==> src/rtl/reel_pkg.sv <==
// Shared reel-sequencer types and constants: FSM state encoding, LFSR seed/taps, reel count.
package reel_pkg;

  localparam int          NUM_REELS = 3;
  localparam logic [15:0] LFSR_SEED = 16'hACE1;
  // Fibonacci taps 16,14,13,11 -> bits 15,13,12,10
  localparam logic [15:0] LFSR_TAPS = 16'hB400;

  typedef enum logic [1:0] {
    ST_IDLE = 2'd0,
    ST_SPIN = 2'd1,
    ST_DONE = 2'd2
  } state_e;

  function automatic logic [15:0] lfsr_next(input logic [15:0] v);
    return {v[14:0], ^(v & LFSR_TAPS)};
  endfunction

endpackage

==> src/rtl/reel_stepper.sv <==
// One reel: clock divider, remaining-step counter and wrapping symbol counter.
module reel_stepper #(
  parameter int NUM_SYMBOLS = 8,
  parameter int SYM_W       = 3,
  parameter int FAST_TICKS  = 2_000_000,
  parameter int SLOW_TICKS  = 6_000_000,
  parameter int SLOW_STEPS  = 4
) (
  input  logic             clk,
  input  logic             reset,
  input  logic             load,
  input  logic [7:0]       budget,
  input  logic             attract,
  output logic [SYM_W-1:0] sym,
  output logic             moving,
  output logic             step
);

  localparam int               DIV_W     = $clog2(SLOW_TICKS);
  localparam logic [DIV_W-1:0] FAST_LAST = DIV_W'(FAST_TICKS - 1);
  localparam logic [DIV_W-1:0] SLOW_LAST = DIV_W'(SLOW_TICKS - 1);
  localparam logic [7:0]       SLOW_N    = 8'(SLOW_STEPS);
  localparam logic [SYM_W-1:0] SYM_MAX   = SYM_W'(NUM_SYMBOLS - 1);

  logic [DIV_W-1:0] div_q, div_d;
  logic [7:0]       rem_q, rem_d;
  logic [SYM_W-1:0] sym_q, sym_d;
  logic             step_q, step_d;
  logic             active;
  logic [DIV_W-1:0] last;

  always_comb begin
    active = (rem_q != 8'd0) | attract;
    // Idle crawl (rem == 0) always runs at the slow rate.
    last   = (rem_q > SLOW_N) ? FAST_LAST : SLOW_LAST;
    div_d  = div_q;
    rem_d  = rem_q;
    sym_d  = sym_q;
    step_d = 1'b0;
    if (load) begin
      div_d = '0;
      rem_d = budget;
    end else if (active) begin
      if (div_q == last) begin
        div_d  = '0;
        step_d = 1'b1;
        sym_d  = (sym_q == SYM_MAX) ? '0 : sym_q + 1'b1;
        if (rem_q != 8'd0) rem_d = rem_q - 8'd1;
      end else begin
        div_d = div_q + 1'b1;
      end
    end
  end

  always_ff @(posedge clk or posedge reset) begin
    if (reset) begin
      div_q  <= '0;
      rem_q  <= '0;
      sym_q  <= '0;
      step_q <= 1'b0;
    end else begin
      div_q  <= div_d;
      rem_q  <= rem_d;
      sym_q  <= sym_d;
      step_q <= step_d;
    end
  end

  assign sym    = sym_q;
  assign moving = (rem_q != 8'd0);
  assign step   = step_q;

endmodule

==> src/rtl/reel_sequencer.sv <==
// Three-reel spin sequencer: staggered fast-to-slow stops, done pulse and win flag.
// Define REEL_ATTRACT_EN to let the reels crawl at the slow rate while idle.
module reel_sequencer
  import reel_pkg::*;
#(
  parameter int         NUM_SYMBOLS   = 8,
  parameter int         SYM_W         = 3,
  parameter int         FAST_TICKS    = 2_000_000,
  parameter int         SLOW_TICKS    = 6_000_000,
  parameter int         SPIN_STEPS    = 24,
  parameter int         STAGGER_STEPS = 8,
  parameter int         SLOW_STEPS    = 4,
  parameter logic [2:0] OFFSET_MASK   = 3'b111
) (
  input  logic                 clk,
  input  logic                 reset,
  input  logic                 go,
  output logic                 busy,
  output logic [SYM_W-1:0]     reel_sym0,
  output logic [SYM_W-1:0]     reel_sym1,
  output logic [SYM_W-1:0]     reel_sym2,
  output logic [NUM_REELS-1:0] reel_moving,
  output logic [NUM_REELS-1:0] reel_step,
  output logic                 done,
  output logic                 win
);

  state_e                            state_q, state_d;
  logic                              go_q;
  logic [15:0]                       lfsr_q, lfsr_d;
  logic                              win_q, win_d;
  logic                              go_edge, load, attract;
  logic [NUM_REELS-1:0][7:0]         budget;
  logic [NUM_REELS-1:0][SYM_W-1:0]   sym;
  logic [NUM_REELS-1:0]              moving, step;

  assign go_edge = go & ~go_q;
  assign load    = (state_q == ST_IDLE) && go_edge;

`ifdef REEL_ATTRACT_EN
  assign attract = (state_q == ST_IDLE);
`else
  assign attract = 1'b0;
`endif

  always_comb begin
    budget = '0;
    for (int i = 0; i < NUM_REELS; i++)
      budget[i] = 8'(SPIN_STEPS + i * STAGGER_STEPS) + {5'b0, lfsr_q[3*i +: 3] & OFFSET_MASK};
  end

  always_comb begin
    state_d = state_q;
    win_d   = win_q;
    lfsr_d  = lfsr_next(lfsr_q);
    case (state_q)
      ST_IDLE: if (go_edge) begin
        state_d = ST_SPIN;
        win_d   = 1'b0;
      end
      // win is captured as the last reel settles so it is valid alongside done.
      ST_SPIN: if (moving == '0) begin
        state_d = ST_DONE;
        win_d   = (sym[0] == sym[1]) && (sym[1] == sym[2]);
      end
      ST_DONE: state_d = ST_IDLE;
      default: state_d = ST_IDLE;
    endcase
  end

  always_ff @(posedge clk or posedge reset) begin
    if (reset) begin
      state_q <= ST_IDLE;
      go_q    <= 1'b0;
      lfsr_q  <= LFSR_SEED;
      win_q   <= 1'b0;
    end else begin
      state_q <= state_d;
      go_q    <= go;
      lfsr_q  <= lfsr_d;
      win_q   <= win_d;
    end
  end

  for (genvar g = 0; g < NUM_REELS; g++) begin : g_reel
    reel_stepper #(
      .NUM_SYMBOLS (NUM_SYMBOLS),
      .SYM_W       (SYM_W),
      .FAST_TICKS  (FAST_TICKS),
      .SLOW_TICKS  (SLOW_TICKS),
      .SLOW_STEPS  (SLOW_STEPS)
    ) u_stepper (
      .clk     (clk),
      .reset   (reset),
      .load    (load),
      .budget  (budget[g]),
      .attract (attract),
      .sym     (sym[g]),
      .moving  (moving[g]),
      .step    (step[g])
    );
  end

  assign busy        = (state_q != ST_IDLE);
  assign done        = (state_q == ST_DONE);
  assign win         = win_q;
  assign reel_sym0   = sym[0];
  assign reel_sym1   = sym[1];
  assign reel_sym2   = sym[2];
  assign reel_moving = moving;
  assign reel_step   = step;

endmodule
==> config.mk <==
export PLATFORM = sky130hd
export DESIGN_NAME = reel_sequencer
export DESIGN_NICKNAME = d
export VERILOG_FILES = /design/src/rtl/reel_pkg.sv /design/src/rtl/reel_stepper.sv /design/src/rtl/reel_sequencer.sv
export SDC_FILE = /design/constraint.sdc
export NUM_CORES = 1
export LEC_CHECK = 0
export BUFFER_PORTS_ARGS = -buffer_cell sky130_fd_sc_hd__buf_2
export CELL_PAD_IN_SITES_DETAIL_PLACEMENT = 0
export CELL_PAD_IN_SITES_GLOBAL_PLACEMENT = 2
export CORE_ASPECT_RATIO = 1.25
export CORE_MARGIN = 5
export CORE_UTILIZATION = 38
export CTS_BUF_LIST = sky130_fd_sc_hd__clkbuf_8
export CTS_CLUSTER_SIZE = 24
export DETAILED_ROUTE_END_ITERATION = 8
export MAX_ROUTING_LAYER = met4
export PLACE_DENSITY = 0.78
export SYNTH_ARGS = -nofsm -noshare
export SYNTH_HDL_FRONTEND = slang
export SYNTH_SLANG_ARGS = --single-unit
==> constraint.sdc <==
create_clock -name clk -period 3.97 [get_ports clk]
set_clock_uncertainty 0.05 [all_clocks]
set_input_delay 0.5955 -clock clk [delete_from_list [all_inputs] [get_ports clk]]
set_output_delay 0.5955 -clock clk [all_outputs]
set_load 0.1 [all_outputs]
==> run summary, run 1 <==
Clock tree synthesis inserted a total of 17 buffers. Counting flops and latches in the post-synthesis netlist gives 125. The count of placed standard cells including taps is 882, and the antenna diode count is 0. Cell count of the worst hold path: 1. TritonCTS built the clock tree.

The Yosys step of the flow raised 0 warnings. The biggest fanout along the worst timing path was 22; the sequential share of power was 0.503. The effective utilization at floorplan was 0.3832; the transition time at the pin with the least slew margin was 0.8787 ns.

Routability-driven placement finished with a final weighted congestion of 0.8045. Before antenna repair, the detailed router went through 4 iterations. The average cell area after synthesis was 9.679 sq um; the share of the core filled with cells was 0.4286. The worst voltage drop across the vdd grid was 196.5 uV. The detail route stage leaves a number of antenna-violating nets equal to 0.

The tools report the iteration-0 DRC count of the detailed router as 258. The tools report the total setup buffers inserted after CTS as 0. The distinct cell type count after synthesis was 54. The worst slew margin relative to its limit came out at 0.4142. After the flow finishes, the layout carries non-filler instances totaling 914. The worst reg2reg path depth works out to 6.

The logs give 71 for the largest net degree at the start of global routing and 699 for the count of nets after finishing. The synthesized netlist cell count was 659; the sink count of the clock tree was 125. Overall power consumption after layout is estimated at 2.967 mW. For the sum of routed wire length over all layers, the log shows 14.03 mm. The area overhead of the layout relative to synthesis is 11.85%, and the final cycle utilization of the critical path is 0.7879. Layout filler cell count: 1620. The clock period could shrink to 3.128 ns. The first global-routing pass estimated 24.39 mm of wire.

The total number of H-tree levels was 4; the register area share after synthesis was 0.4920. For this design the top-level I/O count stands at 21. The most critical setup path has its startpoint at g_reel[0].u_stepper.rem_q[4].

After clock tree synthesis, the flow added hold-fix buffers numbering 0. The via count of the first global-routing pass was 4828; the required time of the critical path was 4.22 ns. The worst setup path is of the reg -> reg kind. Power spread over the standard cell area amounts to 415.8 mW/mm^2. The hold violation count in the final report came out at 0.

The multi-input combinational cells in the finished layout cover a total of 0.003059 sq mm. The clock passes through at most 2 buffers. The number of gates resized after CTS was 0.

After detailed routing, the average wire length per cell comes to 15.35 um. The startpoint identified for the worst register-to-register timing path is g_reel[0].u_stepper.rem_q[4]. The logs give 9.618 mm for the half-perimeter wire length after placement and 3.055 nW for the reported leakage power. After routing, the total negative slack on setup checks comes to 0 ns.

The area of the die was 0.01949 sq mm. The run gives 0 as the initial antenna violation count. The worst register-to-register path ends at g_reel[0].u_stepper.div_q[8].

After global routing the overflow that remains totals 0. The run gives 0 as the max-slew violation count. Registers take 0.003138 sq mm. The tools report the critical path startpoint category as a flop.

For the combined global-route utilization of all metal layers, the log shows 0.1579. The tools report the number of maximum-capacitance violations as 0. The flow ran to the end, and the final reports show no timing, DRC or antenna violations. The portion of total power attributed to the clock network was 0.405; the number of buffer cells added on primary ports was 20. The number of nets in the synthesized netlist is 677. The worst hold path belongs to the class in -> reg.

Following the worst setup path forward leads to its endpoint at g_reel[0].u_stepper.div_q[8]. The fraction of power spent switching nets is 0.2728, and the clock-pin slew on the worst setup and hold paths is 0.08 ns. The residual DRC count was 0.

For the final-report setup violation count, the log shows 0. The later pin in the worst-skew pair is clocked with a latency of 0.45 ns. For the internal power of the cells, the log shows 2.158 mW. The worst setup path is captured at a flop.

The mapped netlist covers 0.006379 sq mm. The vias per cell came out at 5.142. Summing over every cut layer, the via total after detailed routing is 4700. The ratio of cells with drive above 1 in the final layout was 0.1239; the power spent charging and discharging nets was 0.8093 mW. For flop-to-flop paths, the worst setup slack is 0.84 ns.

The tree is rooted in a sky130_fd_sc_hd__clkbuf_8. The combinational fraction of design power came out at 0.092. The floorplan step defined a core boundary enclosing 0.01664 sq mm. Setup repair after global routing left no endpoint under its margin.

The data arrival time of the critical path came out at 3.38 ns. Counting flops with a built-in enable in the synthesized netlist gives 0. The share of flip-flops with an asynchronous set or reset after synthesis is 1.000, and the total number of placement rows is 53. In this run the vertical extent of the chip is 154.9 um. Static timing analysis puts the maximum clock frequency at 319.7 MHz.

The most common flop cell mapped by yosys was sky130_fd_sc_hd__dfrtp_1. Overall die width: 125.9 um.
power by group through the flow:
stage | registers (mW) | logic (mW) | clock network [mW]
after floorplan | 1.49 | 0.229 | 0
after global placement | 1.51 | 0.271 | 0
after detailed placement | 1.52 | 0.279 | 0
after CTS | 1.49 | 0.281 | 1.24
after global routing | 1.51 | 0.317 | 1.29
final | 1.49 | 0.274 | 1.20
worst min-delay path by stage:
stage,from,end,slack [ns]
6_report,go,go_q,0.22
5_1_grt,go,go_q,0.18
4_1_cts,go,go_q,0.19
3_5_place_dp,lfsr_q[9],lfsr_q[10],0.29
3_3_place_gp,lfsr_q[14],lfsr_q[15],0.29
2_1_floorplan,lfsr_q[9],lfsr_q[10],0.28
synth_stat cells, drive strengths merged (8+ instances only):
library cell | instances | share of area
dfrtp | 117 | 0.46
nor2 | 111 | 0.065
nand2 | 52 | 0.031
xnor2 | 43 | 0.059
nand3 | 40 | 0.031
xor2 | 33 | 0.045
nor3 | 25 | 0.020
nand4 | 23 | 0.024
inv | 19 | 0.011
and3 | 17 | 0.017
ha | 15 | 0.029
o21ai | 15 | 0.012
clkbuf | 13 | 0.0077
a21oi | 12 | 0.0094
buf | 10 | 0.0098
or3 | 10 | 0.011
and4 | 9 | 0.012
mux2 | 9 | 0.016
nor4 | 9 | 0.0088
dfstp | 8 | 0.033
or4 | 8 | 0.010
sequential cells by signal, indices dropped and copies added (netlist names):
name,count
g_reel.u_stepper.div_q,69
g_reel.u_stepper.rem_q,24
g_reel.u_stepper.step,3
g_reel.u_stepper.sym,9
go_q,1
lfsr_q,16
state_q,2
win,1
through the flow:
step / setup WS (ns) / area [sq um] / hold slack, ns
finish: 0.8420 / 7134 / 0.2194
global route: 0.4749 / 7134 / 0.1850
CTS: 0.7383 / 7134 / 0.1898
detailed placement: 0.7456 / 6708 / 0.2910
global placement: 0.8325 / 6708 / 0.2890
floorplan: 0.01016 / 6379 / 0.2830
per-layer routing:
layer	global-route usage	vias up	part of all wire
met5	-	-	0
met4	0.05161	0	0.018
met3	0.04190	18	0.024
met2	0.2607	37	0.51
met1	0.1889	2318	0.45
li1	-	2327	-
worst max-delay path, stage by stage (launching register included):
cell and delay [ns]:
sky130_fd_sc_hd__dfrtp_1 0.42, sky130_fd_sc_hd__nor4_1 0.41, sky130_fd_sc_hd__nor3b_1 0.31, sky130_fd_sc_hd__mux2i_1 0.48
sky130_fd_sc_hd__nand4_1 0.45, sky130_fd_sc_hd__nand2_1 0.72, sky130_fd_sc_hd__nor2_1 0.12
layout by cell type (no fill, tap or decap), drive strengths merged, types with 5 or more instances in the layout:
master    n
dfrtp   117
nor2    111
nand2    52
xnor2    43
nand3    40
xor2     33
buf      26
nor3     25
nand4    23
inv      20
clkbuf   19
and3     17
ha       15
o21ai    15
a21oi    12
or3      10
nor4      9
and4      9
mux2      9
dfstp     8
or4       8
nor2b     6
nand2b    6
clkinv    6
o211ai    5
logic make-up after synthesis:
kind of cell             synth area share
AO/OA/AOI/OAI                     0.04728
XOR/XNOR                           0.1044
adder cells (fa/ha/maj)           0.02942
buffers and inverters             0.02923
flip-flops                         0.4920
multiplexers                      0.02275
AND/OR/NAND/NOR                    0.2750
final cells by class:
cell class | count | area share
Sequential cell | 125 | 0.4398
Multi-Input combinational cell | 491 | 0.4288
Clock inverter | 13 | 0.02315
Tap cell | 220 | 0.03858
Timing Repair Buffer | 26 | 0.02210
Clock buffer | 19 | 0.03665
Inverter | 20 | 0.01087
(Power assumes the default switching activity.)
==> inputs of run 2 (changes only) <==
clock period = 2.6 ns   (was 3.97 ns; I/O delays follow)
==> run summary, run 2 (same netlist as run 1, synthesis figures left out) <==
For this run, design rule violations remaining after detail routing come to 0. The critical path contains buffers and inverters numbering 4 combined. For this block, the routed nets add up to 14.49 mm of wire. After layout, the worst setup slack is 0.1080 ns. Flip-flop count of the largest register after layout: 69.

Buffer cell driving the clock tree root: sky130_fd_sc_hd__clkbuf_8. Relative to the synthesized area, the layout overhead comes to 15.93%. The die covers 0.01949 sq mm. Initial antenna violation count: 0. The power per cell area is 611.3 mW/mm^2.

The number of buffer cells added on primary ports is 20. In the final layout, the registers with the most flip-flops are g_reel.u_stepper.div_q (69), g_reel.u_stepper.rem_q (24), lfsr_q (16). STA classifies the critical path startpoint as a flop.

The effective utilization at floorplan was 0.3832; the data arrival time of the critical path was 2.05 ns. In this run, the number of DRC markers left after iteration 0 of detailed routing was 236. In the final routed layout, each cell accounts on average for 15.43 um. The shortest clock period the worst path allows after layout works out to 2.492 ns.

The layout filler cell count is 1617. At the worst endpoint, the required time is 2.16 ns. The share of the core filled with cells came out at 0.4443. Timing would allow up to 401.3 MHz. For the pin with the worst max-slew slack, the measured transition is 0.7611 ns.

The max-slew violation count was 0; the fraction of power spent switching nets was 0.2638. Prior to clock tree synthesis, the placed netlist has a worst setup slack of 0.02863 ns. The maximum buffer depth of the clock tree was 2. Setup violations remaining at the end of the flow were counted as 0.

The final cycle utilization of the critical path works out to 0.9585. The repair_antennas step left the layout with diodes totalling 0. The design draws 4.520 mW. Before antenna repair, the detailed router went through 4 iterations.

Across the VDD grid, the largest voltage drop is 230.3 uV. Worst reg2reg path depth: 5. The endpoint type of the worst setup path was an output pin. The first global-routing pass estimated 24.76 mm of wire. After floorplanning, the core was divided into 53 placement rows. The signal on the critical path passes through buf_4 -> nor4_4 -> and3_4 -> clkinv_2 -> buf_4 -> buf_6. The tools report the area taken by multi-input logic gates as 0.003112 sq mm. The hold violation count in the final report is 0, and the sink count of the clock tree is 125. Combined global-route utilization of all metal layers: 0.1618.

Summed over all nets, the switching power comes to 1.193 mW. The internal power of the cells was 3.327 mW; the total number of H-tree levels was 4. The cell repeated most along the worst path is sky130_fd_sc_hd__buf_4. Counting the buffers created by CTS gives 17.

The placed instances occupy a cell area of 0.006887 sq mm. From bottom edge to top edge, the die measures 154.9 um. The startpoint identified for the worst register-to-register timing path is g_reel[1].u_stepper.div_q[7].

The run gives 0.101 as the combinational fraction of design power. Clock-pin slew was measured on the worst setup and hold paths at 0.07 ns. 21 I/O pins were placed.

Setup repair after global routing left no endpoint under its margin. The setup check on the worst reg-to-reg path leaves a slack of 0.15 ns. The half-perimeter wire length after placement was 10.44 mm. TritonCTS built the clock tree.

The endpoint identified for the worst register-to-register timing path is g_reel[1].u_stepper.rem_q[5]. The die is 125.9 um wide. After routing the design area is 0.007395 sq mm.

The region available for standard cell placement spans 0.01664 sq mm. The vias per cell came out at 5.164. The flow ran to the end, and the final reports show no timing, DRC or antenna violations. In this run the static leakage power is 3.197 nW. The library cells used most frequently in the layout, excluding fill and tap cells, are sky130_fd_sc_hd__dfrtp_1 (117), sky130_fd_sc_hd__nor2_1 (111), sky130_fd_sc_hd__nand2_1 (52). The critical path is of the reg -> out type.

The sequential share of power came out at 0.504. For the worst hold margin, the log shows 0.01655 ns. The dominant delay contributor by cell family on the critical path is buffers and inverters. Detailed routing inserted a total of 4849 vias. The run gives 0 as the count of nets left with antenna violations after detail routing. The largest net degree at the start of global routing was 55. The tools report the number of maximum-capacitance violations as 0. The biggest fanout along the worst timing path works out to 7. On the critical path, the stage with the largest delay is an instance of sky130_fd_sc_hd__dfrtp_1. The portion of total power attributed to the clock network is 0.395. The ratio of cells with drive above 1 in the final layout works out to 0.1627. The sequential standard cell area was 0.003138 sq mm.

For the worst-skew pair, the clock arrives at the later sink with an insertion delay of 0.45 ns. Most common library cell in the layout ignoring fill and taps: sky130_fd_sc_hd__dfrtp_1. The logs give 0.4915 for the worst slew margin relative to its limit and 4995 for the via count of the first global-routing pass. In this run the worst hold path is classified as in -> async. After the last flow step, the layout net total stands at 724. The global placer's final weighted congestion is 0.8485, and the peak per-stage delay on the critical path is 0.38 ns. The total overflow left after global routing is 0. The register bank with the most flops was g_reel.u_stepper.div_q.
run 2: cell types whose count changed in the layout (fill, tap and decap cells not counted), moves of 2 or more:
cell,before,now
sky130_fd_sc_hd__buf_4,5,28
sky130_fd_sc_hd__clkinv_2,2,5
sky130_fd_sc_hd__nor4_1,9,7
sky130_fd_sc_hd__clkinv_4,3,1
sky130_fd_sc_hd__buf_2,20,18
run 2: worst max path at each step:
stage | to | cells past startpoint | slack [ns] | start
floorplan | g_reel[0].u_stepper.sym[0] | 6 | 0.14 | g_reel[0].u_stepper.rem_q[7]
global placement | g_reel[1].u_stepper.sym[2] | 6 | 0.03 | g_reel[1].u_stepper.rem_q[5]
detailed placement | g_reel[1].u_stepper.sym[2] | 6 | 0.03 | g_reel[1].u_stepper.rem_q[5]
CTS | g_reel[1].u_stepper.sym[2] | 6 | -0.006 | g_reel[1].u_stepper.rem_q[6]
global route | g_reel[1].u_stepper.div_q[8] | 9 | 0.0007 | g_reel[1].u_stepper.rem_q[0]
finish | reel_moving[1] | 6 | 0.11 | g_reel[1].u_stepper.rem_q[5]
run 2: metal layers:
metal | wire, um | GRT usage | up-vias
li1 | - | - | 2385
met1 | 6169 | 0.1796 | 2384
met2 | 7632 | 0.2815 | 53
met3 | 325 | 0.03846 | 27
met4 | 365 | 0.06285 | 0
met5 | 0 | - | -
run 2: through the flow:
stage	cells	TNS [ns]
after floorplan	659	0
after global placement	904	0
after detailed placement	904	0
after CTS	937	-0.006294
after global routing	939	0
final	939	0
run 2: layout make-up:
cell class	instances	share of cell area
Clock buffer	20	0.03723
Inverter	20	0.01083
Sequential cell	125	0.4244
Tap cell	220	0.03723
Timing Repair Buffer	51	0.04992
Multi-Input combinational cell	491	0.4208
Clock inverter	12	0.01963
run 2: power groups by stage:
stage	registers [mW]	clock network, mW	logic, mW
final	2.28	1.79	0.457
after global routing	2.30	1.95	0.530
after floorplan	2.27	0	0.351
after CTS	2.28	1.85	0.469
after global placement	2.30	0	0.447
after detailed placement	2.31	0	0.465
run 2: repair_timing:
item	CTS	global route
hold buffers	1	0
buffers inserted	0	2
endpoints found under the hold margin	1	0
pin swaps	0	1
gates resized for setup	7	7
setup endpoints to repair	2	37
==> inputs of run 3 (changes only) <==
ABC_AREA = 1   (was default)
CORE_UTILIZATION = 35   (was 38)
SLEW_MARGIN = 20   (was default)
==> run summary, run 3 <==
The run finished with clean final reports. Overall power consumption after layout is estimated at 3.758 mW. The synthesized netlist cell count came out at 902. The tree built by TritonCTS fans out to 125 sinks. First-pass detailed-route iteration total: 4. The max-slew violation count is 0, and the number of buffers inserted for hold repair after clock tree synthesis is 1. Critical path startpoint category: a flop. Clock tree synthesis selected as its root buffer the cell sky130_fd_sc_hd__clkbuf_8. The later pin in the worst-skew pair is clocked with a latency of 0.46 ns.

For the pin with the worst max-slew slack, the measured transition is 0.6786 ns. Setup violations remaining at the end of the flow were counted as 0. Prior to clock tree synthesis, the placed netlist has a worst setup slack of 0.4229 ns. The final layout contains routed wiring with a total length of 16.87 mm. The required time of the critical path was 2.16 ns; the global-route track usage on met2 was 0.2808. met2 is the most crowded layer. The most used flip-flop cell after synthesis is sky130_fd_sc_hd__dfrtp_1. The cell accounting for the most synthesized area is sky130_fd_sc_hd__dfrtp_1. The met3 layer usage reported by global route was 0.02821; the synthesized flop and latch total was 125.

The mean routed wirelength per cell came out at 13.91 um. The tools report the final instance area as 0.007776 sq mm. The area growth from synthesis to layout is 11.98%. The initial antenna violation count was 0. The tools report the startpoint of the worst register-to-register path as g_reel[2].u_stepper.rem_q[0]. The register bank with the most flops is g_reel.u_stepper.div_q. STA classifies the critical path endpoint as an output pin. The number of buffers added by the clock tree synthesis step came out at 17. The reported leakage power is 3.730 nW, and the count of nets after finishing is 953. Of all nets on the critical path, the largest fanout is 5. The hold violation count in the final report was 0. The floorplan has 57 rows.

Static timing analysis puts the maximum clock frequency at 408.5 MHz. The ratio of cells with drive above 1 in the final layout works out to 0.1224. The worst slew margin relative to its limit came out at 0.5476. The run gives 0.1518 ns as the final setup slack of the worst path.

From bottom edge to top edge, the die measures 167.5 um. In this run the remaining antenna-violating nets after routing total 0. Buffers added to address setup during post-CTS repair amount to 0. After routing, the total negative slack on setup checks comes to 0 ns.

Tracing the worst setup path back leads to its startpoint at g_reel[1].u_stepper.rem_q[0]. The logs give 5950 for the via count of the first global-routing pass and 0.01947 sq mm for the core box area. Counting flops with a built-in enable in the synthesized netlist gives 0. The wire-length estimate of the detail-placed layout is 12.06 mm. Class of the most critical hold timing path: in -> async. The tools report the number of nets in the synthesized netlist as 920. For this block, the initial DRC count from the detailed router was 227.

The worst path needs 2.448 ns of the cycle, external delays included. The detailed router placed 5696 vias in this run. The run gives 0 as the antenna diode count.

For the register area share after synthesis, the log shows 0.4519. Setup repair after global routing left no endpoint under its margin. In the routed layout, each cell is associated on average with a via count of 4.696. Summing every instance area after synthesis gives 0.006944 sq mm. The power per cell area was 483.3 mW/mm^2.

Average cell area after synthesis: 7.699 sq um. Hold timing on the final database bottoms out at a slack of 0.09498 ns. The worst setup path is of the reg -> out kind. The clock passes through at most 2 buffers. Share of flip-flops with an asynchronous set or reset after synthesis: 1.000. The area of the die is 0.02277 sq mm.

For the count of pins on the block boundary, the log shows 21. The top cell types in the final layout, fill and taps aside, are sky130_fd_sc_hd__nand2_1 (219), sky130_fd_sc_hd__nor2_1 (139), sky130_fd_sc_hd__dfrtp_1 (117). Quantity of gates resized following cts: 0.

Leaving out fill and tap cells, the most frequent cell in the layout is sky130_fd_sc_hd__nand2_1. The number of buffer cells added on primary ports works out to 20. After synthesis, the most frequently instantiated cells are sky130_fd_sc_hd__nand2_1 (219), sky130_fd_sc_hd__nor2_1 (139), sky130_fd_sc_hd__dfrtp_1 (117).

The tools report the largest net degree at the start of global routing as 126. Among all cell types in the netlist, the one instantiated most often is sky130_fd_sc_hd__nand2_1. The placed instance area was 0.007361 sq mm; the combined global-route utilization of all metal layers was 0.1643. The share of Yosys cell area claimed by the top area cell type is 0.4216. The register with the most flip-flops in the layout has 69 of them. The die is 136.0 um wide. After synthesis, the cell types taking the most area are sky130_fd_sc_hd__dfrtp_1 (42%), sky130_fd_sc_hd__nand2_1 (12%), sky130_fd_sc_hd__nor2_1 (7.5%), sky130_fd_sc_hd__inv_1 (5.4%), sky130_fd_sc_hd__nand3_1 (4.2%). The global placer's final weighted congestion was 0.8227. The warning count from the yosys run came out at 0. First-pass GRT wire length: 29.21 mm. The H-tree was split into 4 levels. The logs give 0 for the number of maximum-capacitance violations and 42 for the distinct cell type count after synthesis. The worst-case IR drop observed on VDD is 310.9 uV. In the final layout, the registers with the most flip-flops are g_reel.u_stepper.div_q (69), g_reel.u_stepper.rem_q (24), lfsr_q (16). The total overflow left after global routing is 0. The tools report the data arrival time of the critical path as 2.01 ns.

For this run, design rule violations remaining after detail routing come to 0. The final cycle utilization of the critical path was 0.9416; the met1 layer usage reported by global route was 0.1983. After clock tree synthesis, the clock-pin slew on the worst setup and hold paths is 0.10 ns. Effective utilization at floorplan: 0.3567. TritonCTS built the clock tree.
[run 3: through the flow]
step,instances,util
after floorplan,902,-
after global placement,1180,0.3781
after detailed placement,1180,0.3781
after CTS,1213,0.3994
after global routing,1213,0.3994
final,1213,0.3994
[run 3: worst paths after layout]
| check | slack [ns] | end | cells past startpoint |
|---|---|---|---|
| setup / recovery | 0.15 | reel_moving[1] | 6 |
| hold / removal | 0.09 | g_reel[2].u_stepper.sym[2] | 3 |
| setup reg to reg | 0.52 | g_reel[2].u_stepper.div_q[14] | 13 |
| hold reg to reg | 0.31 | lfsr_q[10] | 0 |
| max in group asynchronous | 1.93 | lfsr_q[4] | 3 |
| min in group clk | 0.31 | lfsr_q[10] | 0 |
[run 3: worst max-delay path, stage by stage, from the launching register on]
cell and delay [ns]:
sky130_fd_sc_hd__dfrtp_1 0.38, sky130_fd_sc_hd__inv_1 0.13, sky130_fd_sc_hd__ha_1 0.20, sky130_fd_sc_hd__nand2_1 0.07, sky130_fd_sc_hd__nor2_2 0.25, sky130_fd_sc_hd__inv_1 0.19
sky130_fd_sc_hd__buf_2 0.33
[run 3: layer usage]
| metal | vias up | routed length, um | part of all wire |
|---|---|---|---|
| met5 | - | 0 | 0 |
| met4 | 0 | 235 | 0.014 |
| met3 | 20 | 285 | 0.017 |
| met2 | 43 | 8595 | 0.51 |
| met1 | 2679 | 7755 | 0.46 |
| li1 | 2954 | - | - |
[run 3: power by group]
group	leakage, nW	internal [mW]	switching [mW]
registers	1.54	1.94	0.000207
clock network	0.205	0.812	0.957
logic	1.98	0.00588	0.0398
total	3.73	2.76	0.997
[run 3: logic make-up (layout without fill, tap and decap cells)]
logic type	after synthesis	after routing	synth area share
DFF	125	125	0.4519
and+or+nand+nor	520	520	0.3350
adders and majority gates	15	15	0.02703
buffers and inverters	127	173	0.07784
AOI/OAI and AO/OA	73	73	0.05532
xor gates and xnor gates	42	42	0.05297
[run 3: cell type report]
type	instances	area, sq um
Multi-Input combinational cell	650	3266
Clock inverter	15	171.4
Clock buffer	17	234.0
Sequential cell	125	3138
Inverter	105	400.4
Timing Repair Buffer	36	235.2
Tap cell	265	331.6
Fill cell	2078	11690
